## src/rtl/div32x16_pkg.sv

```systemverilog
// Shared types and constants for the div32x16_seq restoring divider.
package div32x16_pkg;

  localparam int DIVIDEND_W = 32;
  localparam int DIVISOR_W  = 16;
  localparam int STEPS      = 16;

  localparam logic [DIVISOR_W-1:0] SAT_QUOTIENT = 16'hFFFF;

  typedef enum logic [2:0] {
    IDLE,
    PREP,
    CALC,
    FIX,
    DONE
  } div_state_t;

endpackage

```

## src/rtl/div32x16_seq_if.sv

```systemverilog
// Operand/result handshake bundle for div32x16_seq.
interface div32x16_seq_if;
  import div32x16_pkg::*;

  logic                  in_valid;
  logic                  in_ready;
  logic [DIVIDEND_W-1:0] dividend;
  logic [DIVISOR_W-1:0]  divisor;
  logic                  out_valid;
  logic                  out_ready;
  logic [DIVISOR_W-1:0]  quotient;
  logic [DIVISOR_W-1:0]  remainder;
  logic                  div_by_zero;
  logic                  overflow;

  modport master (
    output in_valid, dividend, divisor, out_ready,
    input  in_ready, out_valid, quotient, remainder, div_by_zero, overflow
  );

  modport slave (
    input  in_valid, dividend, divisor, out_ready,
    output in_ready, out_valid, quotient, remainder, div_by_zero, overflow
  );
endinterface

```

## src/rtl/div32x16_step.sv

```systemverilog
// One combinational restoring-division iteration: shift in a dividend bit, try-subtract the divisor.
module div32x16_step
  import div32x16_pkg::*;
(
  input  logic [DIVISOR_W:0]   prem_i,
  input  logic                 bit_i,
  input  logic [DIVISOR_W-1:0] dvs_i,
  output logic [DIVISOR_W:0]   prem_o,
  output logic                 q_o
);

  logic [DIVISOR_W+1:0] shifted;
  logic [DIVISOR_W:0]   diff;

  assign shifted = {prem_i, bit_i};
  assign q_o     = (shifted >= {2'b00, dvs_i});
  // When the subtraction succeeds the true difference is below the divisor, so 17 bits hold it.
  assign diff    = shifted[DIVISOR_W:0] - {1'b0, dvs_i};
  assign prem_o  = q_o ? diff : shifted[DIVISOR_W:0];

endmodule

```

## src/rtl/div32x16_seq.sv

```systemverilog
// Sequential 32/16 restoring divider, one quotient bit per cycle.
// Define DIV32X16_SIGNED_EN for two's-complement operands; default build is unsigned.
module div32x16_seq
  import div32x16_pkg::*;
(
  input  logic           clk,
  input  logic           rst_n,
  div32x16_seq_if.slave  bus
);

  div_state_t            state_q, state_d;
  logic [3:0]            cnt_q, cnt_d;
  logic [DIVISOR_W-1:0]  quo_q, quo_d, rem_q, rem_d;
  logic                  dbz_q, dbz_d, ovf_q, ovf_d;

  // Upper half holds |dividend|[31:16]; lower half shifts dividend bits out and quotient bits in.
  logic [DIVIDEND_W-1:0] dvd_q, dvd_d;
  logic [DIVISOR_W-1:0]  dvs_q, dvs_d;
  logic [DIVISOR_W:0]    prem_q, prem_d;
  logic [DIVISOR_W:0]    step_prem;
  logic                  step_q;

`ifdef DIV32X16_SIGNED_EN
  logic                  qneg_q, qneg_d, rneg_q, rneg_d;
  logic [DIVISOR_W-1:0]  raw_lo_q, raw_lo_d;

  function automatic logic [DIVISOR_W-1:0] neg_if(input logic [DIVISOR_W-1:0] v, input logic n);
    return n ? (~v + 16'd1) : v;
  endfunction

  function automatic logic sat_check(input logic [DIVISOR_W-1:0] qmag, input logic n);
    return n ? (qmag > 16'h8000) : (qmag > 16'h7FFF);
  endfunction
`endif

  div32x16_step u_step (
    .prem_i (prem_q),
    .bit_i  (dvd_q[DIVISOR_W-1]),
    .dvs_i  (dvs_q),
    .prem_o (step_prem),
    .q_o    (step_q)
  );

  always_comb begin
    state_d = state_q;
    cnt_d   = cnt_q;
    quo_d   = quo_q;
    rem_d   = rem_q;
    dbz_d   = dbz_q;
    ovf_d   = ovf_q;
    dvd_d   = dvd_q;
    dvs_d   = dvs_q;
    prem_d  = prem_q;
`ifdef DIV32X16_SIGNED_EN
    qneg_d   = qneg_q;
    rneg_d   = rneg_q;
    raw_lo_d = raw_lo_q;
`endif
    case (state_q)
      IDLE: begin
        if (bus.in_valid) begin
          state_d = PREP;
`ifdef DIV32X16_SIGNED_EN
          dvd_d    = bus.dividend[DIVIDEND_W-1] ? (~bus.dividend + 32'd1) : bus.dividend;
          dvs_d    = bus.divisor[DIVISOR_W-1] ? (~bus.divisor + 16'd1) : bus.divisor;
          qneg_d   = bus.dividend[DIVIDEND_W-1] ^ bus.divisor[DIVISOR_W-1];
          rneg_d   = bus.dividend[DIVIDEND_W-1];
          raw_lo_d = bus.dividend[DIVISOR_W-1:0];
`else
          dvd_d    = bus.dividend;
          dvs_d    = bus.divisor;
`endif
        end
      end
      PREP: begin
        if (dvs_q == '0) begin
          state_d = DONE;
          dbz_d   = 1'b1;
          ovf_d   = 1'b0;
          quo_d   = SAT_QUOTIENT;
`ifdef DIV32X16_SIGNED_EN
          rem_d   = raw_lo_q;
`else
          rem_d   = dvd_q[DIVISOR_W-1:0];
`endif
        end else if (dvd_q[DIVIDEND_W-1:DIVISOR_W] >= dvs_q) begin
          state_d = DONE;
          dbz_d   = 1'b0;
          ovf_d   = 1'b1;
          quo_d   = SAT_QUOTIENT;
          rem_d   = '0;
        end else begin
          state_d = CALC;
          cnt_d   = '0;
          prem_d  = {1'b0, dvd_q[DIVIDEND_W-1:DIVISOR_W]};
        end
      end
      CALC: begin
        prem_d                = step_prem;
        dvd_d[DIVISOR_W-1:0]  = {dvd_q[DIVISOR_W-2:0], step_q};
        cnt_d                 = cnt_q + 4'd1;
        if (cnt_q == 4'(STEPS - 1)) state_d = FIX;
      end
      FIX: begin
        state_d = DONE;
        dbz_d   = 1'b0;
`ifdef DIV32X16_SIGNED_EN
        if (sat_check(dvd_q[DIVISOR_W-1:0], qneg_q)) begin
          ovf_d = 1'b1;
          quo_d = SAT_QUOTIENT;
          rem_d = '0;
        end else begin
          ovf_d = 1'b0;
          quo_d = neg_if(dvd_q[DIVISOR_W-1:0], qneg_q);
          rem_d = neg_if(prem_q[DIVISOR_W-1:0], rneg_q);
        end
`else
        ovf_d   = 1'b0;
        quo_d   = dvd_q[DIVISOR_W-1:0];
        rem_d   = prem_q[DIVISOR_W-1:0];
`endif
      end
      DONE: begin
        if (bus.out_ready) state_d = IDLE;
      end
      default: state_d = IDLE;
    endcase
  end

  always_ff @(posedge clk or negedge rst_n) begin
    if (!rst_n) begin
      state_q <= IDLE;
      cnt_q   <= '0;
      quo_q   <= '0;
      rem_q   <= '0;
      dbz_q   <= 1'b0;
      ovf_q   <= 1'b0;
    end else begin
      state_q <= state_d;
      cnt_q   <= cnt_d;
      quo_q   <= quo_d;
      rem_q   <= rem_d;
      dbz_q   <= dbz_d;
      ovf_q   <= ovf_d;
    end
  end

  // Working operands need no reset: they are always reloaded before being consumed.
  always_ff @(posedge clk) begin
    dvd_q  <= dvd_d;
    dvs_q  <= dvs_d;
    prem_q <= prem_d;
`ifdef DIV32X16_SIGNED_EN
    qneg_q   <= qneg_d;
    rneg_q   <= rneg_d;
    raw_lo_q <= raw_lo_d;
`endif
  end

  assign bus.in_ready    = (state_q == IDLE);
  assign bus.out_valid   = (state_q == DONE);
  assign bus.quotient    = quo_q;
  assign bus.remainder   = rem_q;
  assign bus.div_by_zero = dbz_q;
  assign bus.overflow    = ovf_q;

endmodule

```

## src/flat_wrapper.sv

```systemverilog
// flat-port wrapper written by rule: the top's interface ports become plain ports
module div32x16_seq_flat import div32x16_pkg::*;
  (clk, rst_n, bus_in_valid, bus_dividend, bus_divisor, bus_out_ready, bus_in_ready, bus_out_valid, bus_quotient, bus_remainder, bus_div_by_zero, bus_overflow);
  div32x16_seq_if bus_i ();
  input  logic clk;
  input  logic rst_n;
  input wire logic [$bits(bus_i.in_valid)-1:0] bus_in_valid;
  input wire logic [$bits(bus_i.dividend)-1:0] bus_dividend;
  input wire logic [$bits(bus_i.divisor)-1:0] bus_divisor;
  input wire logic [$bits(bus_i.out_ready)-1:0] bus_out_ready;
  output wire logic [$bits(bus_i.in_ready)-1:0] bus_in_ready;
  output wire logic [$bits(bus_i.out_valid)-1:0] bus_out_valid;
  output wire logic [$bits(bus_i.quotient)-1:0] bus_quotient;
  output wire logic [$bits(bus_i.remainder)-1:0] bus_remainder;
  output wire logic [$bits(bus_i.div_by_zero)-1:0] bus_div_by_zero;
  output wire logic [$bits(bus_i.overflow)-1:0] bus_overflow;
  assign bus_i.in_valid = bus_in_valid;
  assign bus_i.dividend = bus_dividend;
  assign bus_i.divisor = bus_divisor;
  assign bus_i.out_ready = bus_out_ready;
  assign bus_in_ready = bus_i.in_ready;
  assign bus_out_valid = bus_i.out_valid;
  assign bus_quotient = bus_i.quotient;
  assign bus_remainder = bus_i.remainder;
  assign bus_div_by_zero = bus_i.div_by_zero;
  assign bus_overflow = bus_i.overflow;
  div32x16_seq u_core (.clk(clk), .rst_n(rst_n), .bus(bus_i));
endmodule
```

## config.mk

```make
export PLATFORM = sky130hd
export DESIGN_NAME = div32x16_seq_flat
export DESIGN_NICKNAME = d
export VERILOG_FILES = /design/src/rtl/div32x16_pkg.sv /design/src/rtl/div32x16_seq_if.sv /design/src/rtl/div32x16_step.sv /design/src/rtl/div32x16_seq.sv /design/src/flat_wrapper.sv
export SDC_FILE = /design/constraint.sdc
export NUM_CORES = 1
export LEC_CHECK = 0
export ABC_AREA = 1
export CORE_ASPECT_RATIO = 2
export CORE_UTILIZATION = 44
export CTS_CLUSTER_SIZE = 14
export DETAILED_ROUTE_END_ITERATION = 8
export PLACE_DENSITY = 0.73
export SETUP_SLACK_MARGIN = 0.2
export SLEW_MARGIN = 20
export SYNTH_ARGS = -nofsm -noshare
export SYNTH_HDL_FRONTEND = slang
export SYNTH_SLANG_ARGS = --single-unit
```

## constraint.sdc

```tcl
create_clock -name clk -period 3 [get_ports clk]
set_input_delay 0.3 -clock clk [delete_from_list [all_inputs] [get_ports clk]]
set_output_delay 0.3 -clock clk [all_outputs]
set_load 0.05 [all_outputs]
```

# ---- Word level (Yosys, flattened, before mapping)
# Index checks and enable logic that the tools add are counted.
dict set report classes {
  muxes 27
  add_sub_neg 2
  n_eq_ne 11
  order_cmp 2
  reduce_logical 10
}
# cell n
set ops {}
lappend ops {{$pmux 16 s2} 3}
lappend ops {{$mux 16} 5}
lappend ops {{$mux 17} 3}
lappend ops {{$pmux 17 s2} 1}
lappend ops {{$ge 18x16->1} 1}
lappend ops {{$sub 17x16->17} 1}
lappend ops {{$ge 16x16->1} 1}
lappend ops {{$logic_not 16->1} 1}
lappend ops {{$mux 3} 5}
lappend ops {{$pmux 3 s5} 1}
lappend ops {{$mux 4} 2}
lappend ops {{$ne 2x2->1 const B} 4}
lappend ops {{$pmux 4 s2} 1}
lappend ops {{$eq 3x2->1 const B} 2}
lappend ops {{$reduce_and 2->1} 3}
lappend ops {{$reduce_and 3->1} 2}
lappend ops {{$reduce_bool 2->1} 3}
lappend ops {{$add 4x1->4 const B} 1}
lappend ops {{$eq 4x4->1 const B} 1}
lappend ops {{$mux 1} 4}
lappend ops {{$pmux 1 s2} 2}
lappend ops {{$eq 3x1->1 const B} 1}
lappend ops {{$eq 3x3->1 const B} 1}
lappend ops {{$logic_not 3->1} 1}
lappend ops {{2 further kinds} 2}
dict set report totals {
  reg_bits 106
}

# ---- Logic depth before layout (Yosys ltp)
dict set report depth {
  ltp_word 4
  ltp_mapped 15
}

# ---- Modules after synthesis
# From an unflattened synthesis, not the netlist that was laid out.
dict set report unflattened {
  hier_cells 803
  area_unflattened_um2 6356.1
}
# module n_inst cells_per_inst area_per_inst_um2
set by_module_without_submodules {}
lappend by_module_without_submodules {div32x16_seq 1 511 4848.4}
lappend by_module_without_submodules {div32x16_step 1 292 1507.7}

# ---- Worst setup path after synthesis
# No wires, ideal clock.
dict set report synth_path {
  kind {reg-to-reg}
  startpoint {register u_core.state_q[2]}
  endpoint {register u_core.dvd_q[0], enable pin}
  path_slack_ns -0.648
  arrival_time_ns 3.284
  path_stages_with_launch 8
  period_less_slack_ns 3.648
  path_cell_list {dfrtp_1 -> nor2_1 -> inv_2 -> nor2_1 -> inv_1 -> nor2_1 -> nor2_1 -> inv_1}
}
dict set report synth_via {
  elab_chain_cells 3
}
# element line
set synth_rtl {}
lappend synth_rtl {{start, declared} div32x16_seq.sv:11} ;# div_state_t state_q, state_d;
lappend synth_rtl {{start signal, assigned} div32x16_seq.sv:139} ;# state_q <= state_d;
lappend synth_rtl {{$logic_not 3->1 *} -}
lappend synth_rtl {{net bus_in_ready} flat_wrapper.sv:11} ;# output wire logic [$bits(bus_i.in_ready)-1:0] bus_in_ready;
lappend synth_rtl {{$ne 2x2->1 (no source line) / $reduce_bool 2->1 (equally long branches)} -}
lappend synth_rtl {{$reduce_and 2->1 (no source line) *} -}
lappend synth_rtl {{end signal, assigned} div32x16_seq.sv:150} ;# dvd_q <= dvd_d;
lappend synth_rtl {{end, declared} div32x16_seq.sv:17} ;# logic [DIVIDEND_W-1:0] dvd_q, dvd_d;
# The timed path passes the listed nets; every way through them passes the cells marked *.
# A chain may end at the register's enable or synchronous reset.

# ---- Worst setup path in the final report
dict set report layout_path {
  startpoint {register u_core.dvd_q[15]}
  endpoint {register u_core.prem_q[15], data pin}
}
dict set report layout_via {
  elab_chain_cells 3
}
# element line
set layout_rtl {}
lappend layout_rtl {{$sub 17x16->17 / $ge 18x16->1 (equally long branches)} {div32x16_step.sv:18, div32x16_step.sv:16}}
lappend layout_rtl {{$mux 17 *} div32x16_step.sv:19} ;# assign prem_o = q_o ? diff : shifted[DIVISOR_W:0];
lappend layout_rtl {{$pmux 17 s2 *} div32x16_seq.sv:59} ;# case (state_q)
lappend layout_rtl {{net u_core.prem_d[15]} div32x16_seq.sv:19} ;# logic [DIVISOR_W:0] prem_q, prem_d;
lappend layout_rtl {{end signal, assigned} div32x16_seq.sv:152} ;# prem_q <= prem_d;
lappend layout_rtl {{end, declared} div32x16_seq.sv:19}
# Marked as above.

==> flow_summary_export.csv <==
group,metric,value,unit
synthesis,synth-main-ff-cell,"edfxtp_1",
power_and_ir_drop,power_frac_clock,17.0,%
timing,hold_viol,0,
grt,overflow,0,
timing,period_needed,2440,ps
drt,drc_errors,0,
clocking,clk_pin_slew,80,ps
synthesis,synthesis.nets,837,
worst_setup_path,worstPathRequired,3100,ps
worst_setup_path,cp_max_fo,18,
synthesis,ys_seq_area_share,47.6,%
layout,fin_nets,914,
placed_design,portBuffers,87,
clocking,cts_hold_buffers,0,
drt,firstDrtPassIters,5,
clocking,cts_root_buffer,"clkbuf_16",
synthesis,ys_ff_latch,106,
power_and_ir_drop,swShare,46.4,%
drt,first_iter_violations,280,
grt,track_usage,22.7,%
clocking,cts_resized,0,
grt,antenna_found_initial,0,
timing,period_share,81.2,%
power_and_ir_drop,p_int,0.00408,W
layout,areaGrowthSynthToFinish,21.4,%
floorplanning,die_x,86.3,um
synthesis,ys_top_cells_by_area,"edfxtp_1, dfrtp_1, nand2_1, ha_1, nand3_1",
floorplanning,start_util,45.1,%
timing,slew_headroom,41.4,%
floorplanning,die_area,0.0147,sq mm
worst_setup_path,path_class,"register to register",
power_and_ir_drop,peakVddDrop,478,uV
clocking,clockBufferDepth,2,
synthesis,yosysWarnings,0,
clocking,cts_sinks,106,
power_and_ir_drop,power.switching,0.00354,W
synthesis,avgSynthCellArea,8.34,sq um
synthesis,async_reset_ff_share,38.7,%
floorplanning,core_area,0.0139,sq mm
worst_setup_path,end_kind,"register",
synthesis,synth_cell_types,38,
grt,grt_max_degree,53,
worst_setup_path,worstSetupStartpoint,"u_core.dvd_q[15]",
synthesis,yosysMostFrequentCell,"nand2_1",
layout,drive_above_1_share,9.00,%
synthesis,synth_edf_count,65,
floorplanning,rows,61,
drt,drt_wl_total,15500,um
placed_design,place_congestion,0.926,
synthesis,yosysTopAreaCellShare,31.2,%
worst_setup_path,worst_setup_path_start_kind,"register",
clocking,cts_max_level,3,
synthesis,synth_top_cell_by_area,"edfxtp_1",
worst_setup_path,worstPathArrival,2540,ps
timing,setup_violations,0,
drt,ant_nets,0,
floorplanning,die_y,171,um
clocking,insertion_delay,360,ps
timing,skew,10.2,ps
worst_setup_path,reg2reg_slack,560,ps
clocking,cts_tree,"built",
synthesis,syn-cell-area,0.00626,sq mm
drt,routed_via_density,5.04,
outcome,outcome,"complete, no violations",
drt,via_count,5147,
worst_setup_path,r2r-start,"u_core.dvd_q[15]",
synthesis,syn_inst,751,
timing,fmax,410,MHz
timing,tightest_slew,880,ps
placed_design,hpwl,12300,um
grt,grt_pass1_wl,25100,um
drt,routedWlPerCell,15.2,um
power_and_ir_drop,p_comb_share,50.3,%
clocking,post-cts-setup-buffers,0,
run,maxCapViolCount,0,
synthesis,synth_common_cells,"nand2_1, inv_1, nand3_1",
layout,diodes,0,
timing,rsz0062_at_grt,"no",
timing,slew_viol_final,0,
floorplanning,io_pins,88,
power_and_ir_drop,p_leak,3.62,nW
timing,fin_setup_tns,0,ps
power_and_ir_drop,p_per_area,1000,mW/mm^2
power_and_ir_drop,p_seq_share,32.7,%
grt,grt_pass1_vias,5126,
min_path,hp-class,"primary input to async pin",
layout,fin_util,54.7,%
clocking,cts_buffers,9,
==> worst paths after layout <==
| path | to | cells past startpoint |
|---|---|---|
| max | u_core.prem_q[15] | 14 |
| min | u_core.bus.quotient[13] | 1 |
| max reg2reg | u_core.prem_q[15] | 14 |
| min reg2reg | u_core.bus.remainder[8] | 2 |
| max in group asynchronous | u_core.state_q[1] | 1 |
| min in group clk | u_core.bus.remainder[8] | 2 |
==> layer usage <==
layer / vias up / routed length (um) / track usage [%] / share of wire (%)
met5: - / 0 / 0 / 0
met4: 0 / 1010 / 15.2 / 6.5
met3: 48 / 485 / 2.41 / 3.1
met2: 148 / 8590 / 42.6 / 55
met1: 2344 / 5460 / 22.9 / 35
li1: 2607 / - / - / -
==> cells in the final DEF, fill, tap and decap left out, drive strengths merged, types with 10 or more instances in the layout <==
cell type      synthesis  layout
o21ai                 20      20
a21oi                 16      16
inv                   98     100
edfxtp                65      65
nor2                  33      33
clkbuf                11      10
dfrtp                 41      41
nand4                 22      22
nand3                104     104
clkdlybuf4s50          0      86
nand2                265     265
ha                    33      33
==> sequential cells by signal (all words and copies together), names as in the netlist <==
register / count
u_core.cnt_q: 4
u_core.dvs_q: 16
u_core.bus.quotient: 16
u_core.prem_q: 17
u_core.bus.overflow: 1
u_core.bus.div_by_zero: 1
u_core.dvd_q: 32
u_core.bus.remainder: 16
u_core.state_q: 3
==> through the flow <==
stage	power (W)	setup slack [ps]	cell area (sq um)	cells	hold WS (ps)
finish	0.00762	563	7600	1022	47.3
global route	0.00816	379	7600	1022	126
CTS	0.00766	563	7600	1022	74.6
detailed placement	0.00635	570	7270	1006	458
global placement	0.00630	634	7270	1006	453
floorplan	0.00526	452	6270	751	4.41
==> worst max-delay path: stages (launching register included) <==
cell	delay (ps)
edfxtp_1	420
inv_1	110
ha_1	150
inv_1	80
fa_1	420
nand2_1	80
nand2_1	60
nand3_2	60
nand2_2	70
nand2_2	90
nand2_4	80
nand2_8	140
nand2_4	180
nand3_1	160
nand3_1	70
==> power groups by stage <==
stage          sequential (W)  clock [W]  combinational [W]
6_report              0.00249    0.00130            0.00383
5_1_grt               0.00254    0.00137            0.00425
4_1_cts               0.00249    0.00132            0.00386
3_5_place_dp          0.00252          0            0.00384
3_3_place_gp          0.00251          0            0.00379
2_1_floorplan         0.00296          0            0.00230
==> cell families (layout without fill, tap and decap cells) <==
kind of cell	after synthesis	count (layout)	synth area share, %
buffers and inverters	126	208	8.28
and+or+nand+nor	435	435	32.3
AOI/OAI and AO/OA	41	41	3.72
adders and majority gates	34	34	6.92
xor gates and xnor gates	9	9	1.26
DFF	106	106	47.6
==> area by class of cell <==
| cell class | count | area [sq um] |
|---|---|---|
| multi-input cells | 519 | 2770 |
| clock inverters | 6 | 78.8 |
| inverters | 99 | 372 |
| fillers | 1317 | 6290 |
| flip-flops and latches | 106 | 2980 |
| clock buffers | 10 | 250 |
| repair buffers | 93 | 911 |
| well taps | 189 | 236 |
(Power assumes the default switching activity.)
